<file path="config.mk">
export PLATFORM = sky130hd
export DESIGN_NAME = vault_top_module
export DESIGN_NICKNAME = d
export VERILOG_FILES = /design/src/rtl/vault_top_module.sv
export SDC_FILE = /design/constraint.sdc
export NUM_CORES = 1
export LEC_CHECK = 0
export ABC_CLOCK_PERIOD_IN_PS = 1490
export CORE_UTILIZATION = 38
export DETAILED_ROUTE_END_ITERATION = 12
export GPL_TIMING_DRIVEN = 0
export PLACE_DENSITY = 0.79
export SLEW_MARGIN = 25
export SYNTH_ARGS = -nofsm -noshare
export SYNTH_HDL_FRONTEND = slang
export SYNTH_SLANG_ARGS = --single-unit
</file>
<file path="constraint.sdc">
create_clock -name clk -period 1.49 [get_ports clk]
set_clock_uncertainty 0.05 [all_clocks]
set_input_delay 0.2235 -clock clk [delete_from_list [all_inputs] [get_ports clk]]
set_output_delay 0.2235 -clock clk [all_outputs]
set_load 0.005 [all_outputs]
</file>
<file path="src/rtl/vault_top_module.sv">
// vault_top_module: five-phase vault puzzle sequencer (keypad, direction, colour, pattern, code/key).
// Optional feature: define VAULT_LOCKOUT_EN to send every phase back to IDLE on a wrong entry.
module vault_top_module #(
    parameter logic [3:0] KEYPAD_KEY  = 4'b0011,
    parameter logic [2:0] DIR_KEY     = 3'b010,
    parameter logic [3:0] COLOR_KEY   = 4'b0010,
    parameter logic [7:0] PATTERN_KEY = 8'h55,
    parameter logic [3:0] CODE_KEY    = 4'b1010,
    parameter logic [3:0] FINAL_KEY   = 4'b0101
) (
    input  logic       clk,
    input  logic       rst,
    input  logic [3:0] keypad_input,
    input  logic [2:0] direction_input,
    input  logic [3:0] color_input,
    input  logic [7:0] pattern_input,
    input  logic [3:0] code_input,
    input  logic [3:0] final_key_input,
    output logic       vault_escape,
    output logic       all_done
);
    typedef enum logic [1:0] {IDLE, ARMED, DONE} phase_t;
    phase_t     st [5];
    logic [4:0] sec;
    logic [4:0] ones;
    logic [4:0] act;
    logic       lock;

    // Classify each phase input and pick the lowest phase not yet DONE as the active one
    always_comb begin
        sec  = {code_input == CODE_KEY && final_key_input == FINAL_KEY, pattern_input == PATTERN_KEY,
                color_input == COLOR_KEY, direction_input == DIR_KEY, keypad_input == KEYPAD_KEY};
        ones = {&code_input && &final_key_input, &pattern_input, &color_input, &direction_input, &keypad_input};
        act[0] = st[0] != DONE;
        for (int i = 1; i < 5; i++) act[i] = st[i] != DONE && st[i-1] == DONE;
    end

`ifdef VAULT_LOCKOUT_EN
    logic [4:0] zero;
    assign zero = {{code_input, final_key_input} == 8'd0, pattern_input == 8'd0,
                   color_input == 4'd0, direction_input == 3'd0, keypad_input == 4'd0};
    assign lock = |(act & ~sec & ~ones & ~zero);
`else
    assign lock = 1'b0;
`endif

    assign all_done = st[0] == DONE && st[1] == DONE && st[2] == DONE && st[3] == DONE && st[4] == DONE;

    // Step the active phase, clear all phases on lockout, latch escape once everything is done
    always_ff @(posedge clk or negedge rst) begin
        if (!rst) begin
            for (int i = 0; i < 5; i++) st[i] <= IDLE;
            vault_escape <= 1'b0;
        end else begin
            vault_escape <= vault_escape | all_done;
            for (int i = 0; i < 5; i++) begin
                if (lock) st[i] <= IDLE;
                else if (act[i] && st[i] == IDLE && sec[i]) st[i] <= ARMED;
                else if (act[i] && st[i] == ARMED && ones[i]) st[i] <= DONE;
            end
        end
    end
endmodule

</file>
After elaboration in Yosys (flattened, before gate mapping) --
Cells that the tools add are included.
Word-level totals: bits in registers 11, input bits 29, output and inout bits 2
Cells by class: equal/unequal tests 21, muxes and demuxes 10, bitwise logic cells 1, reduce and logical (&&, ||, !) cells 46
Operators by type and width (number):
- logical AND 1 bit | 30
- 2-to-1 mux 2 bit | 10
- AND reduction 4 bit | 4
- == test 2 x 1 -> 1 bit (second input constant) | 5
- == test 2 bit (second input constant) | 5
- logical NOT 2 bit | 5
- != test 2 bit (second input constant) | 5
- nonzero test 2 bit | 5
- == test 4 x 2 -> 1 bit (second input constant) | 2
- == test 8 x 7 -> 1 bit (second input constant) | 1
- AND reduction 8 bit | 1
- == test 4 x 3 -> 1 bit (second input constant) | 1
- == test 4 bit (second input constant) | 1
- == test 3 x 2 -> 1 bit (second input constant) | 1
- AND reduction 3 bit | 1
- bitwise OR 1 bit | 1

Longest topological paths before layout --
word-level depth 6, depth in mapped cells 4, mapped depth without buffers 4

Least setup slack after synthesis --
Ideal clock, no wire load.
path type reg2reg, start register st[2] in the netlist's numbering, end register st[0] in the netlist's numbering, setup time 120 ps, data arrival time 1080 ps, required time 1320 ps, slack 240 ps, cell stages (with the launch flop) 5, buffers on the path 0, period minus slack after synthesis 1250 ps, cells stage by stage dfrtp_1 -> nand2b_2 -> nor4_4 -> a31oi_1 -> a31o_1
On the way: cells in the longest elaborated chain, start to end 5, elaborated cells between the ends (all ways) 8, classes of those cells 1 x eq/ne; 1 x mux; 6 x reduce/logical
Ends and longest elaborated chain:
- from (decl) | RTL line 23 | phase_t st [5];
- from (signal, indexed assignment) | RTL line 57 | if (lock) st[i] <= IDLE;
- == test 2 bit (*) | RTL line 35 | for (int i = 1; i < 5; i++) act[i] = st[i] != DONE && st[i-1] == DONE;
- logical AND 1 bit (*) | RTL line 35
- logical AND 1 bit (on tied branches) (2 in series) | RTL line 58, 59
- 2-to-1 mux 2 bit / nonzero test 2 bit (equally long branches)
Every way passes the cells marked *; elsewhere a longest branch is shown, timed or not. A chain may end at the register's enable or synchronous reset.

Worst setup path after layout --
start register st[8] in the netlist's numbering, end output port all_done
On the way: cells in the longest elaborated chain, start to end 5
Ends and longest elaborated chain:
- == test 2 bit | RTL line 47 | assign all_done = st[0] == DONE && st[1] == DONE && st[2] == DONE && st[3] == DONE && st[4] == DONE;
- logical AND 1 bit (4 in series) | RTL line 47
- to (decl) | RTL line 20 | output logic all_done
No other way between the ends.

==> results by group <==
Synthesis
  • Cells after Synth: 57
  • Yosys reg bits: 11
  • Synthesis warning total: 0
  • Cell Area, Synth: 601 sq um
  • Post-synth EDFFs: 0
  • Syn_area_per_cell: 10.5 sq um
  • Syn Nets: 86
  • Sequential share of the synthesized area: 0.458
  • Share of synthesized registers carrying an async set or reset: 1.00
  • Synth unique cells: 25
  • Main synth FF type: dfrtp_1

Worst setup path
  • Top cell family by delay on the critical path: simple AND/OR/NAND/NOR gates
  • RR Startpoint: st[6]
  • Crit-path max FO: 2
  • Worst Path Required: 1220 ps
  • Slowest cell on the critical path: dfrtp_1
  • Critical Path Start: st[8]
  • CP max stage delay: 390 ps
  • Cell Chain, Critical Path: nand4bb_4, nor3_2, and3_4, buf_6
  • Crit path kind: flip-flop to output pin
  • Buffer and inverter count on the worst path: 1
  • Arr. time, crit path: 1290 ps
  • CP endpoint kind: output pin
  • Worst setup SP type: flip-flop

Clocking
  • Clock buffer depth: 2
  • CTS tree: yes
  • CTS root buf: clkbuf_4
  • Worst skew pair latency: 260 ps
  • CTS buffer count: 3
  • H-tree Lvls: 1
  • CTS hold repair buffers: 0
  • Clock transition at path regs: 70 ps
  • Clock Sinks: 11

Die
  • I/O pins: 31
  • Initial Utilization: 0.434
  • Row cnt: 13
  • Die area: 1740 sq um
  • CORE AREA: 1380 sq um
  • Die Y: 41.8 um
  • Die Wd: 41.8 um

Timing
  • Fin worst setup slack: -74.0 ps
  • Hold slack: 238 ps
  • RSZ-0062 raised after global routing: yes
  • Hold Vio Cnt, Final: 0
  • Pins over their slew limit: 0
  • TNS Setup: -74.0 ps
  • Minimum clock period: 1560 ps
  • Slew @ Worst Pin: 475 ps
  • Fmax: 0.639 GHz
  • Setup Viol. Count Final: 1
  • Tcrit/Tclk final: 1.05
  • Slew headroom: 0.682

Placement
  • Placed insts: 102
  • DP Wirelength: 1070 um
  • RD Place Congestion: 0.710
  • PortBufs: 30

Cells and area
  • Final #Nets: 124
  • Share of cells above drive strength 1: 0.202
  • Final Instance Count excl. Fillers: 109
  • Area Growth Syn to Fin: 66.7%
  • N_diodes: 0

Power
  • PD cells: 628 nW/um^2
  • Worst IR Drop VDD: 0.442 mV
  • Leak: 0.450 nW

Routing
  • Routed wire length: 1330 um
  • DRC Markers: 0
  • Initial DRT Pass Iterations: 6
  • Post-route ant nets: 0
  • Vias: 578
  • Iter 0 DRT Violations: 7
  • Via density: 5.30
  • Routed length per instance: 12.2 um

Global routing
  • Grt peak-use layer: met2
  • Initial antenna violation count: 0
  • GRT met2 Usage: 0.300
  • Gr ovfl total: 0
  • Pin count of the biggest net entering global routing: 12
  • Global-route met1 utilization: 0.182
  • Grt met3 use: 0.0391
  • Number of global-route vias before repair: 547
  • First-pass GRT wire length: 2190 um
  • Tot GR Track Use: 0.164

Status
  • Outcome: complete, but fails checks
  • Failing checks: setup timing

Job
  • Max cap viols: 0

Min path
  • Min-delay worst type: input port to asynchronous set/reset pin
[cells by family after synthesis]
group           count (synthesis)  synth area share
buf+inv                         7            0.0438
simple gates                   24             0.310
flops                          11             0.458
compound gates                 15             0.188
[cell usage in the layout, fill, tap and decap left out, types with 2 or more instances in the layout]
master and n:
inv_1 7, nor4_4 2, nor2_1 2, dfrtp_1 11, and3_1 3, nor4_1 2
clkbuf_4 3, clkdlybuf4s50_1 29, nand3_1 3, a41o_2 2, a31o_2 2, nand2b_4 2
buf_4 3, a31oi_1 2, o21ai_0 2, a21oi_1 2, nand2_1 3
[area by class of cell]
| cell class | instances | area, sq um |
|---|---|---|
| Tap cell | 15 | 18.8 |
| Timing Repair Buffer | 33 | 324 |
| Sequential cell | 11 | 275 |
| Fill cell | 100 | 382 |
| Clock buffer | 4 | 26.3 |
| Inverter | 7 | 26.3 |
| Multi-Input combinational cell | 39 | 330 |
[flip-flops by register name, indices dropped and copies added (netlist names)]
signal        flops
vault_escape      1
st               10
[power by group]
group | switching, W | total, W | internal (W) | leakage [nW]
combinational | 0.0000315 | 0.000112 | 0.0000807 | 0.312
clock | 0.0000888 | 0.000192 | 0.000103 | 0.0150
sequential | 0.0000165 | 0.000324 | 0.000308 | 0.123
[timing repair]
action / 4_1_cts / 5_1_grt
endpoints found under the setup margin: 1 / 1
pin swaps: 3 / 0
resized for setup: 7 / 2
buffers inserted: 3 / 0
[worst paths after layout]
kind / depth (start not counted) / end / slack [ps]
worst max-delay path: 4 / all_done / -70
worst min-delay path: 1 / st[7] / 240
max in group asynchronous: 1 / st[1] / 830
worst min register to register: 1 / vault_escape / 410
min in group clk: 1 / vault_escape / 410
worst max register to register: 4 / st[5] / 80
[stage by stage]
step	cell area, sq um	setup slack [ps]	util	power, W
3_5_place_dp	920	-387	0.665	0.000435
3_3_place_gp	920	-328	0.665	0.000433
2_1_floorplan	601	240	-	0.000345
4_1_cts	990	-127	0.716	0.000638
6_report	1000	-74.0	0.724	0.000629
5_1_grt	1000	-156	0.724	0.000662
[synthesized netlist by cell type (2+ instances only)]
cell     number  area, sq um
a21oi_1       2         10.0
a31o_2        2         17.5
a31oi_1       2         12.5
a41o_2        2         22.5
and3_1        4         25.0
dfrtp_1      11          275
inv_1         7         26.3
nand2_1       3         11.3
nand3_1       3         15.0
nor2_1        2         7.51
nor3_1        2         10.0
nor4_1        2         12.5
nor4_4        2         42.5
o21ai_0       2         10.0
[per-layer routing]
metal | vias up | share of wire
met5 | - | 0
met4 | 0 | 0
met3 | 0 | 0.069
met2 | 23 | 0.52
met1 | 263 | 0.41
li1 | 292 | -
[worst register-to-register path, delay by kind of cell (launching register included)]
family	cells	cell delay (ps)
flip-flops	1	400
AND/OR/NAND/NOR	2	600
AO/OA/AOI/OAI	1	150
buffers and inverters	1	160
Power figures use the tool's default switching activity.
